$ cat src/rtl/latency_meter_pkg.sv
// Shared types and constants for the photo-sensor latency meter.
package latency_meter_pkg;

  typedef enum logic [1:0] {
    StIdle,
    StArmed,
    StMeasure,
    StRelease
  } state_e;

  localparam logic [7:0] NSamplesRst = 8'd0;
  localparam logic [7:0] NSamplesMax = 8'd255;

  // Cycles of fixed pipeline delay that are included in every reported latency.
  function automatic int unsigned lat_offset(input int unsigned sync_stages,
                                             input int unsigned debounce_cyc);
    return sync_stages + debounce_cyc;
  endfunction

endpackage

$ cat src/rtl/latency_meter_sensor_debounce.sv
// Sensor input synchroniser followed by a stable-level debounce counter.
module sensor_debounce #(
  parameter int unsigned SYNC_STAGES  = 2,
  parameter int unsigned DEBOUNCE_CYC = 64
) (
  input  logic clk_i,
  input  logic reset_i,
  input  logic raw_i,
  output logic level_o
);

  localparam int unsigned DbW = $clog2(DEBOUNCE_CYC + 1);
  localparam logic [DbW-1:0] DbLast = DbW'(DEBOUNCE_CYC - 1);

  logic [SYNC_STAGES-1:0] sync_q;
  logic [DbW-1:0]         db_cnt_q;
  logic                   level_q;
  logic                   synced;

  assign synced  = sync_q[SYNC_STAGES-1];
  assign level_o = level_q;

  always_ff @(posedge clk_i) begin
    if (reset_i) begin
      sync_q   <= '0;
      db_cnt_q <= '0;
      level_q  <= 1'b0;
    end else begin
      sync_q <= {sync_q[SYNC_STAGES-2:0], raw_i};
      if (synced == level_q) begin
        db_cnt_q <= '0;
      end else if (db_cnt_q == DbLast) begin
        // Counter reaches DEBOUNCE_CYC on this cycle: commit the new level.
        level_q  <= ~level_q;
        db_cnt_q <= '0;
      end else begin
        db_cnt_q <= db_cnt_q + DbW'(1);
      end
    end
  end

endmodule

$ cat src/rtl/latency_meter.sv
// Measures cycles from stimulus start to debounced sensor assertion and keeps running stats.
module latency_meter
  import latency_meter_pkg::*;
#(
  parameter int unsigned CNT_W          = 24,
  parameter int unsigned SYNC_STAGES    = 2,
  parameter int unsigned DEBOUNCE_CYC   = 64,
  parameter int unsigned TIMEOUT_CYC    = 8000000,
  parameter int unsigned SENSOR_BIT     = 0,
  parameter bit          SENSOR_ACT_LOW = 1'b1
) (
  input  logic             clk_i,
  input  logic             reset_i,
  input  logic             arm_i,
  input  logic             stim_start_i,
  input  logic             clear_stats_i,
  input  logic [6:0]       user_in_i,
  output logic [6:0]       user_out_o,
  output logic             busy_o,
  output logic             sensor_level_o,
  output logic             result_valid_o,
  output logic [CNT_W-1:0] result_o,
  output logic             timeout_o,
  output logic             stuck_o,
  output logic [7:0]       n_samples_o,
  output logic [CNT_W-1:0] lat_min_o,
  output logic [CNT_W-1:0] lat_max_o,
  output logic [CNT_W+7:0] lat_sum_o
);

  localparam logic [CNT_W-1:0] TimeoutVal = CNT_W'(TIMEOUT_CYC);

  state_e           state_q;
  logic [CNT_W-1:0] cnt_q, cnt_inc, result_q;
  logic             result_valid_q, timeout_q, stuck_q;
  logic [7:0]       n_q;
  logic [CNT_W-1:0] min_q, max_q;
  logic [CNT_W+7:0] sum_q;
  logic             sensor_raw, sensor_level, hit_timeout, sample_ok;
  logic             unused_user_in;

  assign sensor_raw     = user_in_i[SENSOR_BIT] ^ SENSOR_ACT_LOW;
  assign unused_user_in = ^user_in_i;

  sensor_debounce #(
    .SYNC_STAGES (SYNC_STAGES),
    .DEBOUNCE_CYC(DEBOUNCE_CYC)
  ) u_sensor_debounce (
    .clk_i  (clk_i),
    .reset_i(reset_i),
    .raw_i  (sensor_raw),
    .level_o(sensor_level)
  );

  assign cnt_inc     = cnt_q + CNT_W'(1);
  assign hit_timeout = (cnt_inc == TimeoutVal);
  assign sample_ok   = (state_q == StMeasure) && sensor_level;

  always_ff @(posedge clk_i) begin
    if (reset_i) begin
      state_q        <= StIdle;
      cnt_q          <= '0;
      result_valid_q <= 1'b0;
      result_q       <= '0;
      timeout_q      <= 1'b0;
      stuck_q        <= 1'b0;
    end else begin
      result_valid_q <= 1'b0;
      unique case (state_q)
        StIdle: if (arm_i) state_q <= StArmed;
        StArmed: begin
          if (stim_start_i && sensor_level) begin
            stuck_q        <= 1'b1;
            timeout_q      <= 1'b0;
            result_valid_q <= 1'b1;
            state_q        <= StIdle;
          end else if (stim_start_i) begin
            cnt_q   <= '0;
            state_q <= StMeasure;
          end
        end
        StMeasure: begin
          if (sensor_level) begin
            result_q       <= cnt_inc;
            timeout_q      <= 1'b0;
            stuck_q        <= 1'b0;
            result_valid_q <= 1'b1;
            cnt_q          <= '0;
            state_q        <= StRelease;
          end else if (hit_timeout) begin
            result_q       <= '1;
            timeout_q      <= 1'b1;
            stuck_q        <= 1'b0;
            result_valid_q <= 1'b1;
            state_q        <= StIdle;
          end else begin
            cnt_q <= cnt_inc;
          end
        end
        StRelease: begin
          // Sensor stuck asserted after a sample: give up silently, flag only.
          if (!sensor_level) begin
            state_q <= StIdle;
          end else if (hit_timeout) begin
            timeout_q <= 1'b1;
            state_q   <= StIdle;
          end else begin
            cnt_q <= cnt_inc;
          end
        end
      endcase
    end
  end

  always_ff @(posedge clk_i) begin
    if (reset_i || clear_stats_i) begin
      n_q   <= NSamplesRst;
      min_q <= '1;
      max_q <= '0;
      sum_q <= '0;
    end else if (sample_ok && (n_q != NSamplesMax)) begin
      n_q   <= n_q + 8'd1;
      sum_q <= sum_q + (CNT_W + 8)'(cnt_inc);
      if (cnt_inc < min_q) min_q <= cnt_inc;
      if (cnt_inc > max_q) max_q <= cnt_inc;
    end
  end

  assign user_out_o     = 7'h7F;
  assign busy_o         = (state_q != StIdle);
  assign sensor_level_o = sensor_level;
  assign result_valid_o = result_valid_q;
  assign result_o       = result_q;
  assign timeout_o      = timeout_q;
  assign stuck_o        = stuck_q;
  assign n_samples_o    = n_q;
  assign lat_min_o      = min_q;
  assign lat_max_o      = max_q;
  assign lat_sum_o      = sum_q;

endmodule
$ cat config.mk
export PLATFORM = sky130hd
export DESIGN_NAME = latency_meter
export DESIGN_NICKNAME = d
export VERILOG_FILES = /design/src/rtl/latency_meter_pkg.sv /design/src/rtl/latency_meter_sensor_debounce.sv /design/src/rtl/latency_meter.sv
export SDC_FILE = /design/constraint.sdc
export NUM_CORES = 1
export LEC_CHECK = 0
export ABC_AREA = 1
export BUFFER_PORTS_ARGS = -buffer_cell sky130_fd_sc_hd__buf_2
export CAP_MARGIN = 25
export CORE_UTILIZATION = 48
export DETAILED_ROUTE_END_ITERATION = 16
export PLACE_DENSITY_LB_ADDON = 0.25
export RECOVER_POWER = 50
export SLEW_MARGIN = 10
export SYNTH_ARGS = -nofsm -noshare
export SYNTH_HDL_FRONTEND = slang
export SYNTH_HIERARCHICAL = 1
export SYNTH_SLANG_ARGS = --single-unit
$ cat constraint.sdc
create_clock -name clk_i -period 3.1 [get_ports clk_i]
set_clock_uncertainty 0.1 [all_clocks]
set_input_delay 0.62 -clock clk_i [delete_from_list [all_inputs] [get_ports clk_i]]
set_output_delay 0.62 -clock clk_i [all_outputs]
set_load 0.02 [all_outputs]
==> results.toml, run 1 <==
[placement]
placed_area_um2 = 11700
portBuffers = 122
dp_cells = 1883
place_congestion = 1.01
dp_hpwl_um = 23300

[die]
rows = 51
die_w_um = 145
io_pins = 136
die_height_um = 145
initial_core_util_pct = 49.6
die-area_um2 = 20900
core_um2 = 19700

[critical_path]
startpoint_type = "register"
path_max_fanout = 5
required_ns = 3.33
critPathMaxStageDelay_ns = 0.36
crit_slowest_cell = "dfxtp_2"
crit_family = "simple AND/OR/NAND/NOR gates"
critPathBufInv = 6
crit_chain = "buf_6 > nand3_4 > nor2_4 > nand2_4 > nor2_8 > nand2_4 > nor2_4 > xor2_4 > inv_4 > ha_4 > nand2_4 > inv_2 > nand3_2 > inv_2 > nand3_2 > nor2_2 > nand4_1 > nand3_4 > buf_6 > clkbuf_16 > nand3_2 > nand2_1 > nor2_1"
cp-end-kind = "register"
critPathKind = "reg -> reg"
crit_arrival_ns = 3.45

[detailed_routing]
drt.antenna.violating_nets = 0
wl_per_cell_um = 16.9
viasPerCell = 5.43
drc = 0
vias = 10500
drt-initial-drc-count = 1010
drtPass1Iterations = 5
routed_wl_um = 32800

[logic_synthesis]
synth_largest_area_cell = "dfxtp_1"
synth_compound_area_share_pct = 16.5
syn_area_um2 = 9780
synth_mux_area_share_pct = 0
synth_top_family_by_area = "simple AND/OR/NAND/NOR gates"
synth_cell_type_count = 48
avgSynthCellArea_um2 = 7.02
synth_xor_area_share_pct = 3.42
ys_ff_latch = 151
synthSimpleGateAreaFrac_pct = 29.0
synthAdderAreaFrac_pct = 9.29
synthTopCellsByArea = "dfxtp_1 (31%), nand2_1 (9.9%), ha_1 (9.1%), inv_1 (7.2%), a21oi_1 (6.5%)"
postSynthCellCount = 1392
synth_seq_area_share_pct = 30.9
synth_top_area_share_pct = 30.9
yosys_warnings = 6

[cells_and_area]
final_nets = 1745
instances_no_fill = 1939
layout_commonest_cell = "nand2_1"
diodes = 0
n_fill_cell = 1640
area_delta_synth_final_pct = 35.8
drive_above_1_share_pct = 25.7
final_cell_mix = "nand2_1 (239), inv_1 (178), buf_4 (151)"
finalInstanceArea_um2 = 13300

[sta]
min_period_ns = 3.22
drv_slew = 0
slew_headroom_pct = 55.0
fin_ws_ns = -0.124
max_freq_mhz = 310
finalSetupViolations = 33
hold_ws_ns = 0.323
rsz0062_at_grt = "true"
hold_violations = 0
worst-slew-pin-transition_ns = 0.674
period_share_pct = 104

[cts]
path_clk_slew_ns = 0.07
cts.sinks = 151
cts_hold_buf = 0
root_buffer = "clkbuf_16"
htreeDepth = 4
clockBufferDepth = 2
cts_buffers = 17
clk_latency_ns = 0.43
cts_tree = "built"

[grt]
globalRouteOverflowTotal = 0
antenna_found_initial = 0
grt_pass1_vias = 9052
grt.total_usage_pct = 29.7
grt_max_degree = 75
grt_pass1_wl_um = 47000

[power_and_ir_drop]
p_per_area_nw_per_um2 = 337
leakagePower_uw = 0.00613
ir_drop_uv = 372

[min_path]
hold_class = "in -> reg"

[run_status]
status = "finished, violations left"
violations = "setup timing"

[run]
max-cap-violations = 0
-- per-layer routing --
| metal | GRT usage (%) | vias to the layer above | part of all wire, % | wire (µm) |
|---|---|---|---|---|
| met3 | 4.48 | 66 | 7.8 | 2570 |
| met4 | 12.4 | 0 | 3.3 | 1080 |
| met2 | 46.8 | 420 | 46 | 15100 |
| met1 | 40.2 | 4941 | 43 | 14100 |
| met5 | 0 | - | 0 | 0 |
| li1 | - | 5097 | - | - |
-- final cells by class --
cell class | instances | area [µm²] | share of cell area [%]
clock buffer | 24 | 492 | 3.70
clock inverter | 8 | 95.1 | 0.716
inverter | 194 | 733 | 5.52
multi-input combinational | 997 | 6430 | 48.5
sequential | 151 | 3040 | 22.9
tap | 265 | 332 | 2.50
timing repair buffer | 300 | 2160 | 16.2
-- tightest hold or removal path: cells and delay by family --
kind	cells	cell delay [ns]
simple gates	1	0.03
buf+inv	3	0.15
-- cells in the mapped netlist (all sizes together) --
library cell	n
nand3	107
a21oi	149
nand3b	8
o221ai	1
clkbuf	28
buf	28
nor3	14
nor2	176
o22ai	1
o21bai	3
or2	4
nor4	2
and3	3
o21ai	84
nand4	45
ha	71
nand2	264
inv	194
xor2	18
xnor2	15
conb	1
o211ai	10
a21o	5
fa	1
a31oi	5
o21a	4
dfxtp	151
-- stage by stage --
stage / total power (µW) / setup TNS, ns / utilization (%) / setup slack, ns
floorplan: 2210 / 0 / - / 0.0207
global placement: 2290 / -1.02 / 59.4 / -0.0768
detailed placement: 2290 / -2.65 / 59.4 / -0.118
CTS: 4400 / -0.000343 / 63.1 / -0.000343
global route: 4610 / -9.31 / 67.4 / -0.272
finish: 4480 / -1.93 / 67.4 / -0.124
-- cells by family (layout without fill, tap and decap cells) --
kind of cell,count (synthesis),count (layout)
fa+ha+maj,72,72
other cells,1,7
flops,151,151
compound gates,262,262
buf+inv,250,526
simple gates,623,623
xor+xnor,33,33
-- power breakdown --
part,switching (µW),internal [µW],total [µW]
Combinational,251,162,412
Clock,843,1270,2110
Sequential,7.23,1950,1960
-- final timing paths --
path | from | to | slack, ns | depth (start not counted)
max | cnt_q[1] | lat_max_o[11] | -0.12 | 23
min | user_in_i[0] | u_sensor_debounce/sync_q[0] | 0.32 | 4
max reg2reg | cnt_q[1] | lat_max_o[11] | -0.12 | 23
min reg2reg | u_sensor_debounce/sync_q[0] | u_sensor_debounce/sync_q[1] | 0.32 | 2
-- sequential cells by signal, indices dropped and copies added, names as in the netlist, 2 cells and up --
name,count
u_sensor_debounce/sync_q,2
cnt_q,24
state_q,2
lat_min_o,24
u_sensor_debounce/db_cnt_q,7
lat_max_o,24
result_o,24
n_samples_o,8
lat_sum_o,32
-- repair_timing --
action	4_1_cts	5_1_grt
gates cloned	1	8
gates resized for setup	22	146
endpoints found under the setup margin	38	69
pin swaps	3	42
setup buffers	3	13
Power figures use the tool's default switching activity.
==> run 2, diff against run 1 <==
--- a/config.mk
+++ b/config.mk
@@ -7,13 +7,13 @@
 export LEC_CHECK = 0
 export ABC_AREA = 1
 export BUFFER_PORTS_ARGS = -buffer_cell sky130_fd_sc_hd__buf_2
-export CAP_MARGIN = 25
+export CAP_MARGIN = 20
 export CORE_UTILIZATION = 48
 export DETAILED_ROUTE_END_ITERATION = 16
 export PLACE_DENSITY_LB_ADDON = 0.25
 export RECOVER_POWER = 50
+export REMOVE_ABC_BUFFERS = 1
 export SLEW_MARGIN = 10
 export SYNTH_ARGS = -nofsm -noshare
 export SYNTH_HDL_FRONTEND = slang
-export SYNTH_HIERARCHICAL = 1
 export SYNTH_SLANG_ARGS = --single-unit
==> results.toml, run 2 <==
[critical_path]
startpoint_type = "register"
cp-end-kind = "register"
rrSetupSlack_ns = -0.17
path_max_fanout = 8
r2r-start = "cnt_q[1]"
timing.rr.end = "lat_max_o[8]"
critPathKind = "reg -> reg"
crit_arrival_ns = 3.49
worst_setup_path_startpoint = "cnt_q[1]"
required_ns = 3.32
reg2reg_depth = 19

[detailed_routing]
drtPass1Iterations = 6
routed_wl_um = 31800
drc = 0
vias = 10500
wl_per_cell_um = 16.4
viasPerCell = 5.38
drt.antenna.violating_nets = 0
drt-initial-drc-count = 835

[logic_synthesis]
yosysMostFrequentCell = "nand2_1"
yosys_warnings = 0
synth_cell_type_count = 49
synthFlopType = "dfxtp_1"
synthTopCellsByArea = "dfxtp_1 (32%), nand2_1 (9.9%), ha_1 (9.3%), inv_1 (7.5%), a21oi_1 (7.0%)"
synth_edf_count = 0
synth_largest_area_cell = "dfxtp_1"
synth-async-reset-ratio_pct = 0
synth_seq_area_share_pct = 31.6
syn_area_um2 = 9550
postSynthCellCount = 1391
yosys-top-cells-count = "nand2_1 (252), inv_1 (191), nor2_1 (166)"
synth_top_area_share_pct = 31.6
avgSynthCellArea_um2 = 6.87
ys_ff_latch = 151

[sta]
rsz0062_at_grt = "true"
drv_slew = 0
max_freq_mhz = 306
min_period_ns = 3.27
worst-slew-pin-transition_ns = 0.792
hold_ws_ns = 0.238
hold_violations = 0
finalSetupViolations = 53
fin_ws_ns = -0.172
slew_headroom_pct = 47.2
period_share_pct = 106

[cts]
path_clk_slew_ns = 0.07
cts_tree = "built"
clk_latency_ns = 0.43
cts_buffers = 17
htreeDepth = 4
cts.sinks = 151
root_buffer = "clkbuf_16"
cts_hold_buf = 0
clockBufferDepth = 2

[grt]
globalRouteOverflowTotal = 0
antenna_found_initial = 0
use_met2_pct = 44.9
grt_max_degree = 69
gr-usage-met1_pct = 39.4
grt_pass1_vias = 8920
use_met3_pct = 4.56
grt-busiest-layer = "met2"
grt.total_usage_pct = 28.6
grt_pass1_wl_um = 45700

[die]
io_pins = 136
rows = 51
initial_core_util_pct = 49.1
die-area_um2 = 20500
die_w_um = 143
die_height_um = 143
core_um2 = 19500

[cells_and_area]
instances_no_fill = 1942
multi_input_area_um2 = 6360
area_delta_synth_final_pct = 38.4
seq_area_um2 = 3050
finalInstanceArea_um2 = 13200
final_cell_mix = "nand2_1 (213), inv_1 (182), buf_4 (165)"
n_fill_cell = 1621
fin_util_pct = 67.9
diodes = 0
layout_commonest_cell = "nand2_1"
drive_above_1_share_pct = 31.5
final_nets = 1748
largest_reg_flops = 32

[min_path]
min_from = "user_in_i[0]"
holdPathEnd = "u_sensor_debounce.sync_q[0]"
whs_path_depth = 2
hold_class = "in -> reg"

[placement]
portBuffers = 122
dp_hpwl_um = 20900
placed_area_um2 = 11500
dp_cells = 1888
place_congestion = 0.904

[power_and_ir_drop]
p_per_area_nw_per_um2 = 333
ir_drop_uv = 396
leakagePower_uw = 0.00648

[run_status]
violations = "setup timing"
status = "finished, violations left"

[run]
max-cap-violations = 0
-- run 2: cell count changes in the layout (fill, tap and decap cells not counted), sizes merged, moves of 5 or more --
cell    previous run  this run
buf              206       304
clkbuf           118        23
a21oi            149       134
nand3            107       115
o21ai             84        77
xor2              18        23
-- run 2: layer usage --
| layer | routed length (µm) | vias to the layer above |
|---|---|---|
| li1 | - | 5103 |
| met1 | 13800 | 4853 |
| met2 | 14700 | 430 |
| met3 | 2260 | 69 |
| met4 | 1040 | 0 |
| met5 | 0 | - |
-- run 2: cells by family after synthesis --
| logic type | count (synthesis) | synth area share, % |
|---|---|---|
| simple gates | 631 | 29.9 |
| fa+ha+maj | 72 | 9.51 |
| xor+xnor | 37 | 3.63 |
| flops | 151 | 31.6 |
| buf+inv | 253 | 11.3 |
| other cells | 1 | 0.0393 |
| compound gates | 246 | 14.0 |
-- run 2: what timing repair did --
action | 4_1_cts | 5_1_grt
gates cloned | 0 | 6
gates resized for setup | 41 | 175
endpoints found under the setup margin | 66 | 69
buffers inserted | 2 | 14
hold endpoints to repair | 0 | 0
pin swaps | 3 | 70
-- run 2: metrics by stage --
| stage | power [µW] | setup TNS [ns] | setup WS [ns] |
|---|---|---|---|
| finish | 4400 | -3.76 | -0.172 |
| global route | 4540 | -12.74 | -0.311 |
| CTS | 4340 | -0.0796 | -0.0242 |
| detailed placement | 2310 | -9.52 | -0.266 |
| global placement | 2310 | -7.43 | -0.175 |
| floorplan | 2180 | -46.43 | -0.998 |
-- run 2: power by group --
| group | switching [µW] | leakage (µW) | internal, µW |
|---|---|---|---|
| clock network | 896 | 0.000274 | 1160 |
| logic | 249 | 0.00498 | 140 |
| registers | 9.87 | 0.00122 | 1950 |
| total | 1150 | 0.00648 | 3250 |
-- run 2: final cells by class --
| class | count | share of cell area (%) |
|---|---|---|
| clock inverter | 12 | 0.899 |
| multi-input combinational | 993 | 48.1 |
| tap | 265 | 2.51 |
| sequential | 151 | 23.0 |
| clock buffer | 20 | 3.45 |
| inverter | 194 | 5.51 |
| timing repair buffer | 307 | 16.5 |
-- run 2: worst max-delay path by stage --
stage          slack, ns  cells past startpoint             to
2_1_floorplan       -1.0                     11   lat_min_o[0]
3_3_place_gp       -0.17                     20   lat_max_o[2]
3_5_place_dp       -0.27                     19  lat_sum_o[26]
4_1_cts            -0.02                     18  lat_sum_o[28]
5_1_grt            -0.31                     19   lat_max_o[8]
6_report           -0.17                     19   lat_max_o[8]
-- run 2: critical path, stage by stage (launching register included) --
cell and delay [ns]:
dfxtp_4 0.37, buf_6 0.10, nand2_4 0.04, nor2_4 0.18, nand2_4 0.09, nor2_4 0.10
nand4_1 0.15, xor2_2 0.25, inv_2 0.08, ha_4 0.28, nand2_4 0.06, nor3_4 0.22
nand3_2 0.13, nor2_4 0.15, nand4_1 0.17, nand3_4 0.22, clkbuf_16 0.20, nand3_1 0.10
nand2_1 0.10, nor2_1 0.06
==> run 3, diff against run 2 <==
--- a/config.mk
+++ b/config.mk
@@ -5,12 +5,11 @@
 export SDC_FILE = /design/constraint.sdc
 export NUM_CORES = 1
 export LEC_CHECK = 0
-export ABC_AREA = 1
 export BUFFER_PORTS_ARGS = -buffer_cell sky130_fd_sc_hd__buf_2
 export CAP_MARGIN = 20
 export CORE_UTILIZATION = 48
 export DETAILED_ROUTE_END_ITERATION = 16
-export PLACE_DENSITY_LB_ADDON = 0.25
+export PLACE_DENSITY = 0.72
 export RECOVER_POWER = 50
 export REMOVE_ABC_BUFFERS = 1
 export SLEW_MARGIN = 10
==> constraint.sdc (replaced) <==
create_clock -name clk_i -period 3.1 [get_ports clk_i]
set_clock_uncertainty 0.1 [all_clocks]
set_input_delay 0.155 -clock clk_i [delete_from_list [all_inputs] [get_ports clk_i]]
set_output_delay 0.155 -clock clk_i [all_outputs]
set_load 0.02 [all_outputs]
==> results.toml, run 3 <==
[detailed_routing]
drc = 0
drtPass1Iterations = 6
viasPerCell = 5.79
drt.antenna.violating_nets = 0
wl_per_cell_um = 18.2
drt-initial-drc-count = 772
routed_wl_um = 30200
vias = 9593

[logic_synthesis]
synth_edf_count = 0
synth_cell_type_count = 78
yosys_warnings = 0
avgSynthCellArea_um2 = 8.28
yosys-top-cells-count = "dfxtp_1 (151), a21oi_1 (105), inv_1 (92)"
synth-async-reset-ratio_pct = 0
ys_ff_latch = 151
synthTopCellsByArea = "dfxtp_1 (33%), ha_1 (9.6%), a21oi_1 (5.7%), inv_1 (3.7%), nand2_1 (3.6%)"
yosysMostFrequentCell = "dfxtp_1"
syn_area_um2 = 9240
synthFlopType = "dfxtp_1"
postSynthCellCount = 1116
synth_largest_area_cell = "dfxtp_1"
synth_seq_area_share_pct = 32.7
synth_top_area_share_pct = 32.7

[power_and_ir_drop]
ir_drop_uv = 382
leakagePower_uw = 0.00555
internal_power_uw = 3200
swShare_pct = 26.4
p_sw_uw = 1150
clkPwrFrac_pct = 48.1
pwr-share-comb_pct = 6.9
p_seq_share_pct = 45.0
p_per_area_nw_per_um2 = 341

[min_path]
hold_class = "in -> reg"
holdPathEnd = "result_valid_o"
whs_path_depth = 4
min_from = "stim_start_i"

[critical_path]
critPathMaxStageDelay_ns = 0.51
required_ns = 3.31
startpoint_type = "register"
crit_slowest_cell = "or4_1"
cp-end-kind = "register"
crit_family = "compound AO/OA/AOI/OAI gates"
timing.rr.end = "lat_max_o[0]"
crit_chain = "nand4_4 > nor3_4 > xor2_2 > ha_1 > a21oi_2 > a21boi_1 > nor3b_1 > or4_1 > a41oi_2 > a21oi_2 > a2111o_2 > buf_8 > a21oi_2 > nor3_1"
r2r-start = "cnt_q[1]"
worst_setup_path_startpoint = "cnt_q[1]"
rrSetupSlack_ns = -0.50
path_common_cell = "a21oi_2"
path_max_fanout = 13
critPathKind = "reg -> reg"
critPathBufInv = 1
crit_arrival_ns = 3.81
reg2reg_depth = 14

[placement]
portBuffers = 122
dp_hpwl_um = 20500
place_congestion = 0.941
post-place-ws_ns = -0.690

[sta]
rsz0062_at_grt = "true"
period_share_pct = 116
finalSetupViolations = 114
max_freq_mhz = 278
fin_ws_ns = -0.500
hold_violations = 0
min_period_ns = 3.60
worst-slew-pin-transition_ns = 1.33
drv_slew = 0
slew_headroom_pct = 11.5

[cells_and_area]
final_nets = 1493
fin_util_pct = 67.9
drive_above_1_share_pct = 33.0
diodes = 0
largest_reg_flops = 32
final_cell_mix = "buf_4 (185), dfxtp_1 (140), inv_1 (89)"
layout_commonest_cell = "buf_4"
area_delta_synth_final_pct = 38.0
n_fill_cell = 1474

[cts]
cts_tree = "built"
clockBufferDepth = 2
cts_buffers = 17
cts.sinks = 151
clk_latency_ns = 0.44
path_clk_slew_ns = 0.06
htreeDepth = 4
root_buffer = "clkbuf_16"

[run]
max-cap-violations = 0

[grt]
grt.total_usage_pct = 29.0
grt_max_degree = 50
grt_pass1_wl_um = 45300
grt_pass1_vias = 8950
antenna_found_initial = 0
globalRouteOverflowTotal = 0

[die]
initial_core_util_pct = 49.2
die-area_um2 = 19800
die_height_um = 141
die_w_um = 141
rows = 50
core_um2 = 18800
io_pins = 136

[run_status]
violations = "setup timing"
status = "finished, violations left"
-- run 3: cell count changes after synthesis, moves of 11 or more --
cell      delta
nand4_1     -28
a21oi_1     -28
nor3_2      +20
inv_1       -99
xnor2_1     +17
nor2_1      -86
nand3_1     -84
nand2_1    -164
and3_1      +14
a211oi_1    +11
nor3_1      +46
a21oi_2     +19
o21ai_0     -22
a31oi_1     +15
-- run 3: how the worst max path moves through the flow --
| stage | endpoint | slack (ns) | cells past startpoint |
|---|---|---|---|
| finish | lat_max_o[0] | -0.50 | 14 |
| global route | lat_max_o[0] | -0.65 | 14 |
| CTS | lat_max_o[0] | -0.42 | 14 |
| detailed placement | lat_max_o[4] | -0.69 | 14 |
| global placement | lat_sum_o[27] | -0.71 | 16 |
| floorplan | lat_min_o[10] | -2.37 | 14 |
-- run 3: power by group through the flow --
stage	clock, µW	combinational [µW]	sequential, µW
2_1_floorplan	0	158	2000
3_3_place_gp	0	267	2000
3_5_place_dp	0	270	2000
4_1_cts	2080	284	1950
5_1_grt	2180	319	1950
6_report	2090	299	1950
-- run 3: through the flow --
stage | TNS (ns) | cell area [µm²] | hold WS [ns] | cells | total power (µW)
after global placement | -44.47 | 11300 | 0.214 | 1600 | 2270
after CTS | -29.98 | 12400 | 0.0290 | 1648 | 4320
final | -33.22 | 12700 | 0.0275 | 1656 | 4340
after global routing | -47.62 | 12700 | 0.0887 | 1656 | 4450
after detailed placement | -53.48 | 11300 | 0.217 | 1600 | 2270
after floorplan | -120.70 | 8890 | 0.120 | 1052 | 2160
-- run 3: cells by family after synthesis --
group | Yosys count | synth area share, %
and+or+nand+nor | 367 | 21.5
adders and majority gates | 75 | 10.2
other | 1 | 0.0406
buffers and inverters | 163 | 7.79
DFF | 151 | 32.7
AOI/OAI and AO/OA | 295 | 21.1
muxes | 1 | 0.108
xor gates and xnor gates | 63 | 6.60
-- run 3: worst min-delay path, stage by stage --
cell and delay [ns]:
buf_2 0.11, nand3_1 0.07, nand2_1 0.06, and3_1 0.14
-- run 3: layout make-up --
class / count / area (µm²) / area share (%)
Tap cell: 234 / 293 / 2.30
Clock inverter: 14 / 136 / 1.07
Timing Repair Buffer: 338 / 2330 / 18.3
Inverter: 93 / 349 / 2.74
Clock buffer: 18 / 439 / 3.45
Sequential cell: 151 / 3040 / 23.9
Multi-Input combinational cell: 808 / 6160 / 48.3
-- run 3: layer usage --
metal	wire, µm	up-vias	track usage [%]
met4	993	0	11.1
met2	14800	433	50.2
met3	2070	91	5.37
met1	12400	4559	35.7
li1	-	4510	-
met5	0	-	0
-- run 3: what timing repair did --
| action | CTS | global route |
|---|---|---|
| gates resized for setup | 80 | 79 |
| setup endpoints to repair | 117 | 117 |
| endpoints found under the hold margin | 3 | 0 |
| gates cloned | 3 | 1 |
| pin swaps | 22 | 40 |
| hold buffers | 2 | 0 |
| setup buffers | 11 | 8 |
